## config.mk

```make
export PLATFORM = sky130hd
export DESIGN_NAME = load_store_unit
export DESIGN_NICKNAME = d
export VERILOG_FILES = /design/src/rtl/load_store_unit.sv
export SDC_FILE = /design/constraint.sdc
export NUM_CORES = 1
export LEC_CHECK = 0
export CAP_MARGIN = 20
export CORE_MARGIN = 5
export CORE_UTILIZATION = 47
export CTS_CLUSTER_SIZE = 25
export DETAILED_ROUTE_END_ITERATION = 10
export HOLD_SLACK_MARGIN = 0.15
export PLACE_DENSITY_LB_ADDON = 0.3
export SETUP_SLACK_MARGIN = 0.4
export SYNTH_ARGS = -nofsm -noshare
export SYNTH_HDL_FRONTEND = slang
export SYNTH_SLANG_ARGS = --single-unit
```

## constraint.sdc

```tcl
create_clock -name i_clk -period 5.1 [get_ports i_clk]
set_clock_uncertainty 0.15 [all_clocks]
set_input_delay 1.02 -clock i_clk [delete_from_list [all_inputs] [get_ports i_clk]]
set_output_delay 1.02 -clock i_clk [all_outputs]
set_load 0.03 [all_outputs]
```

## src/rtl/load_store_unit.sv

```systemverilog
// Sequential RV32I load/store unit: word-aligned memory accesses, sub-word stores via read-modify-write.
// Optional macro LSU_ALIGN_CHECK_EN turns misaligned H/W accesses into 1-cycle fault responses.
module load_store_unit #(
  parameter int ADDR_W = 32
) (
  input  logic              i_clk,
  input  logic              i_rst,
  input  logic              i_req_valid,
  output logic              o_req_ready,
  input  logic              i_req_we,
  input  logic [2:0]        i_req_funct3,
  input  logic [ADDR_W-1:0] i_req_addr,
  input  logic [31:0]       i_req_wdata,
  output logic              o_rsp_valid,
  output logic [31:0]       o_rsp_rdata,
  output logic              o_rsp_fault,
  output logic [ADDR_W-1:0] o_mem_Addr,
  output logic [31:0]       o_mem_Wd,
  output logic              o_mem_Wen,
  output logic              o_mem_Ren,
  input  logic [31:0]       i_mem_Rd
);

  typedef enum logic [2:0] {
    S_IDLE    = 3'd0,
    S_READ    = 3'd1,
    S_EXTRACT = 3'd2,
    S_MERGE   = 3'd3,
    S_WRITE   = 3'd4,
    S_DONE    = 3'd5
  } state_t;

  state_t            state_q, state_d;
  logic              we_q, we_d;
  logic [2:0]        f3_q, f3_d;
  logic [ADDR_W-1:0] addr_q, addr_d;
  logic [31:0]       wdata_q, wdata_d;
  logic [31:0]       rdata_q, rdata_d;
  logic              fault_q, fault_d;
  logic [31:0]       wd_q, wd_d;

  logic        accept;
  logic        illegal;
  logic        misaligned;
  logic [4:0]  lane_sh;
  logic [31:0] lane_word;
  logic [15:0] lane_h;
  logic [31:0] ext_data;
  logic [31:0] merge_mask;
  logic [31:0] merge_data;

  assign accept  = i_req_valid & (state_q == S_IDLE) & ~i_rst;
  assign illegal = (i_req_funct3 == 3'b011) | (i_req_funct3[2:1] == 2'b11);

`ifdef LSU_ALIGN_CHECK_EN
  assign misaligned = ((i_req_funct3[1:0] == 2'b01) & i_req_addr[0]) |
                      ((i_req_funct3[1:0] == 2'b10) & (i_req_addr[1:0] != 2'b00));
`else
  assign misaligned = 1'b0;
`endif

  // Halfword accesses use only addr[1] for the lane, so addr[0] is dropped from the shift.
  assign lane_sh   = (f3_q[1:0] == 2'b00) ? {addr_q[1:0], 3'b000} : {addr_q[1], 4'b0000};
  assign lane_word = i_mem_Rd >> lane_sh;
  assign lane_h    = lane_word[15:0];

  always_comb begin
    ext_data   = i_mem_Rd;
    merge_mask = 32'h0000_0000;
    merge_data = 32'h0000_0000;
    case (f3_q[1:0])
      2'b00: begin
        ext_data   = {{24{~f3_q[2] & lane_word[7]}}, lane_word[7:0]};
        merge_mask = 32'h0000_00FF << lane_sh;
        merge_data = {24'h0, wdata_q[7:0]} << lane_sh;
      end
      2'b01: begin
        ext_data   = {{16{~f3_q[2] & lane_h[15]}}, lane_h};
        merge_mask = 32'h0000_FFFF << lane_sh;
        merge_data = {16'h0, wdata_q[15:0]} << lane_sh;
      end
      default: begin
        ext_data   = i_mem_Rd;
        merge_mask = 32'hFFFF_FFFF;
        merge_data = wdata_q;
      end
    endcase
  end

  always_comb begin
    state_d = state_q;
    we_d    = we_q;
    f3_d    = f3_q;
    addr_d  = addr_q;
    wdata_d = wdata_q;
    rdata_d = rdata_q;
    fault_d = fault_q;
    wd_d    = wd_q;
    case (state_q)
      S_IDLE: begin
        if (accept) begin
          we_d    = i_req_we;
          f3_d    = i_req_funct3;
          addr_d  = i_req_addr;
          wdata_d = i_req_wdata;
          wd_d    = i_req_wdata;
          rdata_d = 32'h0;
          fault_d = illegal | misaligned;
          if (illegal | misaligned)
            state_d = S_DONE;
          else if (i_req_we && (i_req_funct3[1:0] == 2'b10))
            state_d = S_WRITE;
          else
            state_d = S_READ;
        end
      end
      S_READ:    state_d = we_q ? S_MERGE : S_EXTRACT;
      S_EXTRACT: begin
        rdata_d = ext_data;
        state_d = S_DONE;
      end
      S_MERGE: begin
        wd_d    = (i_mem_Rd & ~merge_mask) | merge_data;
        state_d = S_WRITE;
      end
      S_WRITE:   state_d = S_DONE;
      S_DONE:    state_d = S_IDLE;
      default:   state_d = S_IDLE;
    endcase
  end

  always_ff @(posedge i_clk) begin
    if (i_rst) begin
      state_q <= S_IDLE;
      we_q    <= 1'b0;
      f3_q    <= 3'b000;
      addr_q  <= '0;
      wdata_q <= 32'h0;
      rdata_q <= 32'h0;
      fault_q <= 1'b0;
      wd_q    <= 32'h0;
    end else begin
      state_q <= state_d;
      we_q    <= we_d;
      f3_q    <= f3_d;
      addr_q  <= addr_d;
      wdata_q <= wdata_d;
      rdata_q <= rdata_d;
      fault_q <= fault_d;
      wd_q    <= wd_d;
    end
  end

  // Every output is forced low during reset so an abandoned request cannot leak a strobe.
  assign o_req_ready = (state_q == S_IDLE) & ~i_rst;
  assign o_rsp_valid = (state_q == S_DONE) & ~i_rst;
  assign o_rsp_rdata = i_rst ? 32'h0 : rdata_q;
  assign o_rsp_fault = fault_q & ~i_rst;
  assign o_mem_Addr  = i_rst ? '0 : {addr_q[ADDR_W-1:2], 2'b00};
  assign o_mem_Wd    = i_rst ? 32'h0 : wd_q;
  assign o_mem_Ren   = (state_q == S_READ) & ~i_rst;
  assign o_mem_Wen   = (state_q == S_WRITE) & ~i_rst;

endmodule

```

==> results of run 1 <==
==> worst max path at each step <==
stage | endpoint | slack [ns] | cells past startpoint
after global placement | o_mem_Addr[2] | 0.99 | 4
after detailed placement | o_mem_Addr[9] | 0.97 | 4
final | o_mem_Addr[9] | 0.97 | 4
after global routing | o_mem_Addr[9] | 0.84 | 4
after floorplan | o_mem_Wd[30] | 1.67 | 5
after CTS | o_mem_Addr[9] | 0.95 | 4
==> registers in the layout, summed over array words and instances (netlist names) <==
| name | cells |
|---|---|
| fault_q | 1 |
| rdata_q | 32 |
| wd_q | 32 |
| wdata_q | 32 |
| f3_q | 3 |
| addr_q | 32 |
| state_q | 3 |
| we_q | 1 |
==> tightest hold or removal path: cells and delay by family (launching register included) <==
| kind | cells | cell delay, ns |
|---|---|---|
| compound gates | 1 | 0.05 |
| flops | 1 | 0.31 |
| simple gates | 1 | 0.05 |
==> per-layer routing <==
| metal | vias up | track usage | share of wire |
|---|---|---|---|
| li1 | 3076 | - | - |
| met2 | 310 | 0.370 | 0.44 |
| met1 | 2962 | 0.331 | 0.43 |
| met3 | 29 | 0.0890 | 0.11 |
| met5 | - | 0 | 0.0011 |
| met4 | 2 | 0.0735 | 0.016 |
==> cells in the mapped netlist, types with 6 or more instances <==
cell type and instances:
a31oi_1 15, o21ai_1 8, clkbuf_1 40, nand2b_1 10, dfxtp_1 136, nand3_1 17
buf_1 7, o22a_1 7, o21ai_0 28, nor2b_1 96, nor2_1 33, a21boi_0 8
a22oi_1 6, o2bb2ai_1 13, a221oi_1 11, mux2_2 46, a21oi_1 41, mux2i_1 7
a222oi_1 15, o22ai_1 15, nand2_1 124, a311oi_1 7, o211ai_1 9, buf_2 16
o21a_1 7, o2bb2ai_2 10
==> cell type report <==
class / instances / area [um2]
clock buffers: 20 / 467
clock inverters: 12 / 149
flip-flops and latches: 136 / 2720
repair buffers: 213 / 2130
inverters: 3 / 11.3
well taps: 180 / 225
multi-input cells: 566 / 3650
fillers: 1119 / 4580
==> power groups by stage <==
stage	clock network (mW)	logic [mW]	registers, mW
3_5_place_dp	0	0.606	1.21
2_1_floorplan	0	0.398	1.19
6_report	1.28	0.617	1.19
4_1_cts	1.29	0.610	1.19
3_3_place_gp	0	0.598	1.21
5_1_grt	1.35	0.661	1.20
==> cells by family after synthesis <==
logic type      synth area share
buf+inv                   0.0506
simple gates               0.224
flops                      0.406
compound gates             0.231
mux                       0.0878
other cells             0.000560
==> cells in the final DEF, fill, tap and decap left out, types with 2 or more instances in the layout <==
cell	n
o22ai_1	15
o21ai_0	28
nor2_1	32
bufinv_16	3
mux2_2	46
dfxtp_1	136
o21a_1	7
o211ai_1	9
or2_1	2
nand3_1	17
clkbuf_8	3
a311oi_1	7
nand3b_1	2
a22oi_1	6
a21boi_0	8
nor2_2	2
nand2b_1	10
a222oi_1	15
a21oi_2	3
inv_1	2
nand2_1	123
clkdlybuf4s50_1	200
o2bb2ai_1	13
and2_1	2
conb_1	2
clkinv_2	4
o22a_1	7
a31oi_1	15
a21oi_1	41
buf_4	11
a21o_1	4
o21ai_1	8
mux2i_1	7
clkinvlp_4	4
nor2b_1	96
o2bb2ai_2	10
clkbuf_16	17
a221oi_1	11
==> metrics.txt, run 1 <==
outcome finished clean; Post-Layout Cell Count 1130; Final Wtd Congestion 0.867; PortBufs 201; flops & latches, synth 136; WL final 20800 um; Fin Setup TNS 0 ns; number of antenna diodes 0; core area 0.0139 mm2; dpl cells 1097; crit path time final 4.13 ns; RR Endpoint wd_q[1]; Global Route Usage Sum 0.246; fraction of layout cells with a size suffix above 1 0.122; sequential area share after synthesis 0.406; Fin. Hold Viols 0; Unique masters post-synth 54; Core Rows 43; Sequential Power Share 0.387; RSZ-0062 raised after global routing no; worst setup path category in -> out; NumNets Final 1040; Clk pin slew, worst setup/hold paths 0.06 ns; Remaining Overflow, GRT 0; largest cells by area after synthesis dfxtp_1 41%, nor2b_1 9.0%, mux2_2 7.7%; global-route wire length before repair 32300 um; Slew Viols, Final 0; synthesized cell area 0.00670 mm2; Arr. time, crit path 2.96 ns; I/O pin count 204; area share of the largest cell type after synthesis 0.406; Gate power share 0.200; hold path start wdata_q[27]; CP cell instances buf_4, buf_4, nor2b_1, clkdlybuf4s50_1; Yosys top cell by area dfxtp_1; Setup crit end kind output port; hold_ws 0.307 ns; Area after DPL 0.00871 mm2; R2R cell count 5; Rel. slew slack 0.270; Hold Path Sink wdata_q[27]; Final Setup Violations 0; Cells after Synth 775; hold path cells 2; Worst Hold Class reg -> reg; crit start category primary input; most frequent CP cell buf_4; Sink Count 136; Tcrit/Tclk final 0.811; Warnings, synthesis 0; Num CTS Buffers 17; CTS tree built; final core area utilization 0.671; Critical Path Start i_rst; Vias per Instance 5.65; most common flop cell mapped by yosys dfxtp_1; H-tree lvl count 4; WP data required 3.93 ns; Async SR Flop Fraction 0; CP max-delay cell buf_4; Final HPWL DP 14500 um; worst-margin pin slew 1.09 ns; max frequency 0.242 GHz; worst vdd ir 0.253 mV; Final Power 3.09 mW; RR Startpoint f3_q[0]; wire per inst 18.4 um; Max clock buf depth 2; vias in the first global route 6181; maxcap violations 0; largest net degree at the start of global routing 106; post-cts gate resize count 0; crit path buf inv count 3; FF-to-FF setup slack 2.39 ns; Power Density 330 mW/mm2; residual DRC count 0; Syn-to-layout area delta 39.6%; crit path max fanout 105; die width 129 um; CP top delay family buffers and inverters; Initial Util 0.481; Int Pwr 2.23 mW; remaining antenna violation count 0; mean area per synthesized cell 8.64 um2; detailed-router iteration count before antenna repair 10; Sw Share 0.277; Design Area, Final 0.00935 mm2; cts hold-fix bufs 0; P_sw 0.854 mW; CTS Root Cell clkbuf_16; setup repair bufs after CTS 0; critical path's largest stage delay 0.80 ns; DRT iter0 DRCs 746; initial antenna violation count 1; die area 0.0167 mm2; Die Y 129 um; Vias 6379; leak pwr 3.32 nW; pre-CTS WS 0.973 ns; Clock power frac 0.413; EDFF count, synth 0; Skew-Pair Late Insertion Delay 0.43 ns; Final WS setup 0.966 ns
Note: power is estimated with default switching activity, not from simulation.
==> run 2: changes to the inputs <==
==> constraint.sdc (replaced) <==
create_clock -name i_clk -period 4 [get_ports i_clk]
set_clock_uncertainty 0.15 [all_clocks]
set_input_delay 0.8 -clock i_clk [delete_from_list [all_inputs] [get_ports i_clk]]
set_output_delay 0.8 -clock i_clk [all_outputs]
set_load 0.03 [all_outputs]
==> metrics.txt, run 2 (same netlist as run 1, synthesis figures left out) <==
die area 0.0167 mm2 (unchanged); PortBufs 201 (unchanged); Power Density 418 mW/mm2 (+27%); most frequent CP cell buf_4; Most Crowded Layer GR met2; Vias per Instance 5.67 (+0.40%); RR Endpoint wd_q[2]; met1 Usage GRT 0.349 (+0.0179); FF-to-FF setup slack 1.26 ns (-1.13 ns); RR Startpoint f3_q[0]; setup repair bufs after CTS 0 (unchanged); worst-margin pin slew 1.08 ns (-0.0129 ns); Final WS setup 0.543 ns (-0.424 ns); maxcap violations 0 (unchanged); CP max-delay cell clkdlybuf4s50_1; post-cts gate resize count 0 (unchanged); WP data required 3.05 ns (-0.88 ns); Skew-Pair Late Insertion Delay 0.43 ns (about the same); number of antenna diodes 0 (unchanged); NumNets Final 1045 (+0.48%); critical path's largest stage delay 0.61 ns (-0.19 ns); Final HPWL DP 14900 um (+2.5%); Syn-to-layout area delta 39.5% (about the same); RSZ-0062 raised after global routing no; most frequent cells in the layout 200 x clkdlybuf4s50_1, 136 x dfxtp_1, 123 x nand2_1; outcome finished clean; H-tree lvl count 4 (unchanged); worst setup path category in -> out; Num CTS Buffers 17 (unchanged); residual DRC count 0 (unchanged); hold path start wdata_q[23]; pre-CTS WS 0.552 ns (-0.421 ns); core area 0.0139 mm2 (unchanged); Tcrit/Tclk final 0.864; Clk pin slew, worst setup/hold paths 0.05 ns (about the same); Core Rows 43 (unchanged); crit path max fanout 64 (-39%); wire per inst 18.5 um (+0.51%); largest net degree at the start of global routing 65 (-39%); Slew Viols, Final 0 (unchanged); Final Setup Violations 0 (unchanged); Max clock buf depth 2 (unchanged); max frequency 0.289 GHz; I/O pin count 204 (unchanged); WL final 21000 um (+0.87%); leak pwr 3.33 nW (+0.26%); met2 global-route usage 0.367 (-0.00335); die width 129 um (unchanged); met3 Track Usage GR 0.0610 (-0.0280); most common cell after layout, fill and taps aside clkdlybuf4s50_1; Setup crit end kind output port; Remaining Overflow, GRT 0 (unchanged); initial antenna violation count 0 (-1); DRT iter0 DRCs 654 (-12%); crit path time final 3.46 ns; crit path buf inv count 3 (unchanged); Sink Count 136 (unchanged); Global Route Usage Sum 0.246 (+0.000846); dpl cells 1103 (+0.55%); Rel. slew slack 0.279 (+0.00861); Final Wtd Congestion 0.876 (+1.0%); Fin. Hold Viols 0 (unchanged); worst vdd ir 0.287 mV (+13%); CP top delay family buffers and inverters; Die Y 129 um (unchanged); hold path cells 2 (unchanged); Initial Util 0.481 (unchanged); detailed-router iteration count before antenna repair 5 (-5); Vias 6427 (+0.75%); CTS tree built; Post-Layout Cell Count 1134 (+0.35%); global-route wire length before repair 32500 um (+0.62%); fraction of layout cells with a size suffix above 1 0.126 (+0.00368); CTS Root Cell clkbuf_16; Arr. time, crit path 2.51 ns (-0.45 ns); remaining antenna violation count 0 (unchanged); R2R cell count 5 (unchanged); cts hold-fix bufs 0 (unchanged); crit start category primary input; Fin Setup TNS 0 ns (unchanged); Hold Path Sink wdata_q[23]; Worst Hold Class reg -> reg; CP cell instances buf_4, buf_4, nor2b_1, clkdlybuf4s50_1; vias in the first global route 6198 (+0.28%)
run 2: cell types whose count changed in the layout (fill, tap and decap cells not counted), sizes merged:
cell and change:
buf +5, clkbuf -1, clkinvlp -1, inv +1
run 2: routing by layer:
| metal | vias to the layer above | routed length [um] |
|---|---|---|
| li1 | 3092 | - |
| met1 | 3008 | 9310 |
| met2 | 312 | 9360 |
| met3 | 15 | 2080 |
| met4 | 0 | 235 |
| met5 | - | 0 |
run 2: through the flow:
stage	total power [mW]	util	hold WS, ns	cell area, um2
3_5_place_dp	2.32	0.627	0.298	8740
2_1_floorplan	2.02	-	0.286	6700
6_report	3.91	0.671	0.305	9350
4_1_cts	3.93	0.671	0.306	9350
3_3_place_gp	2.32	0.627	0.294	8740
5_1_grt	4.06	0.671	0.325	9350
run 2: worst max path at each step:
| stage | start | to | slack [ns] | depth (start not counted) |
|---|---|---|---|---|
| final | i_rst | o_mem_Addr[4] | 0.54 | 4 |
| after global routing | i_rst | o_mem_Addr[4] | 0.45 | 4 |
| after CTS | i_rst | o_mem_Addr[31] | 0.55 | 4 |
| after detailed placement | i_rst | o_mem_Addr[9] | 0.55 | 4 |
| after global placement | i_rst | o_mem_Addr[17] | 0.57 | 4 |
| after floorplan | i_rst | o_mem_Wd[30] | 1.01 | 5 |
run 2: worst reg2reg max path, delay by kind of cell (launching register included):
kind / cells / cell delay, ns
DFF: 1 / 0.62
AOI/OAI and AO/OA: 2 / 0.85
muxes: 1 / 0.40
and+or+nand+nor: 2 / 0.59
run 2: report_power, final:
| group | internal [mW] | total [mW] | switching (mW) | leakage [nW] |
|---|---|---|---|---|
| clock | 1.01 | 1.60 | 0.593 | 0.291 |
| sequential | 1.46 | 1.52 | 0.0624 | 1.11 |
| combinational | 0.360 | 0.788 | 0.428 | 1.93 |
| total | 2.83 | 3.91 | 1.08 | 3.33 |
run 2: final cells by class:
class                           instances  area (um2)
Inverter                                3        11.3
Clock buffer                           19         453
Tap cell                              180         225
Timing Repair Buffer                  218        2140
Multi-Input combinational cell        566        3650
Sequential cell                       136        2720
Clock inverter                         12         150
Fill cell                            1145        4590
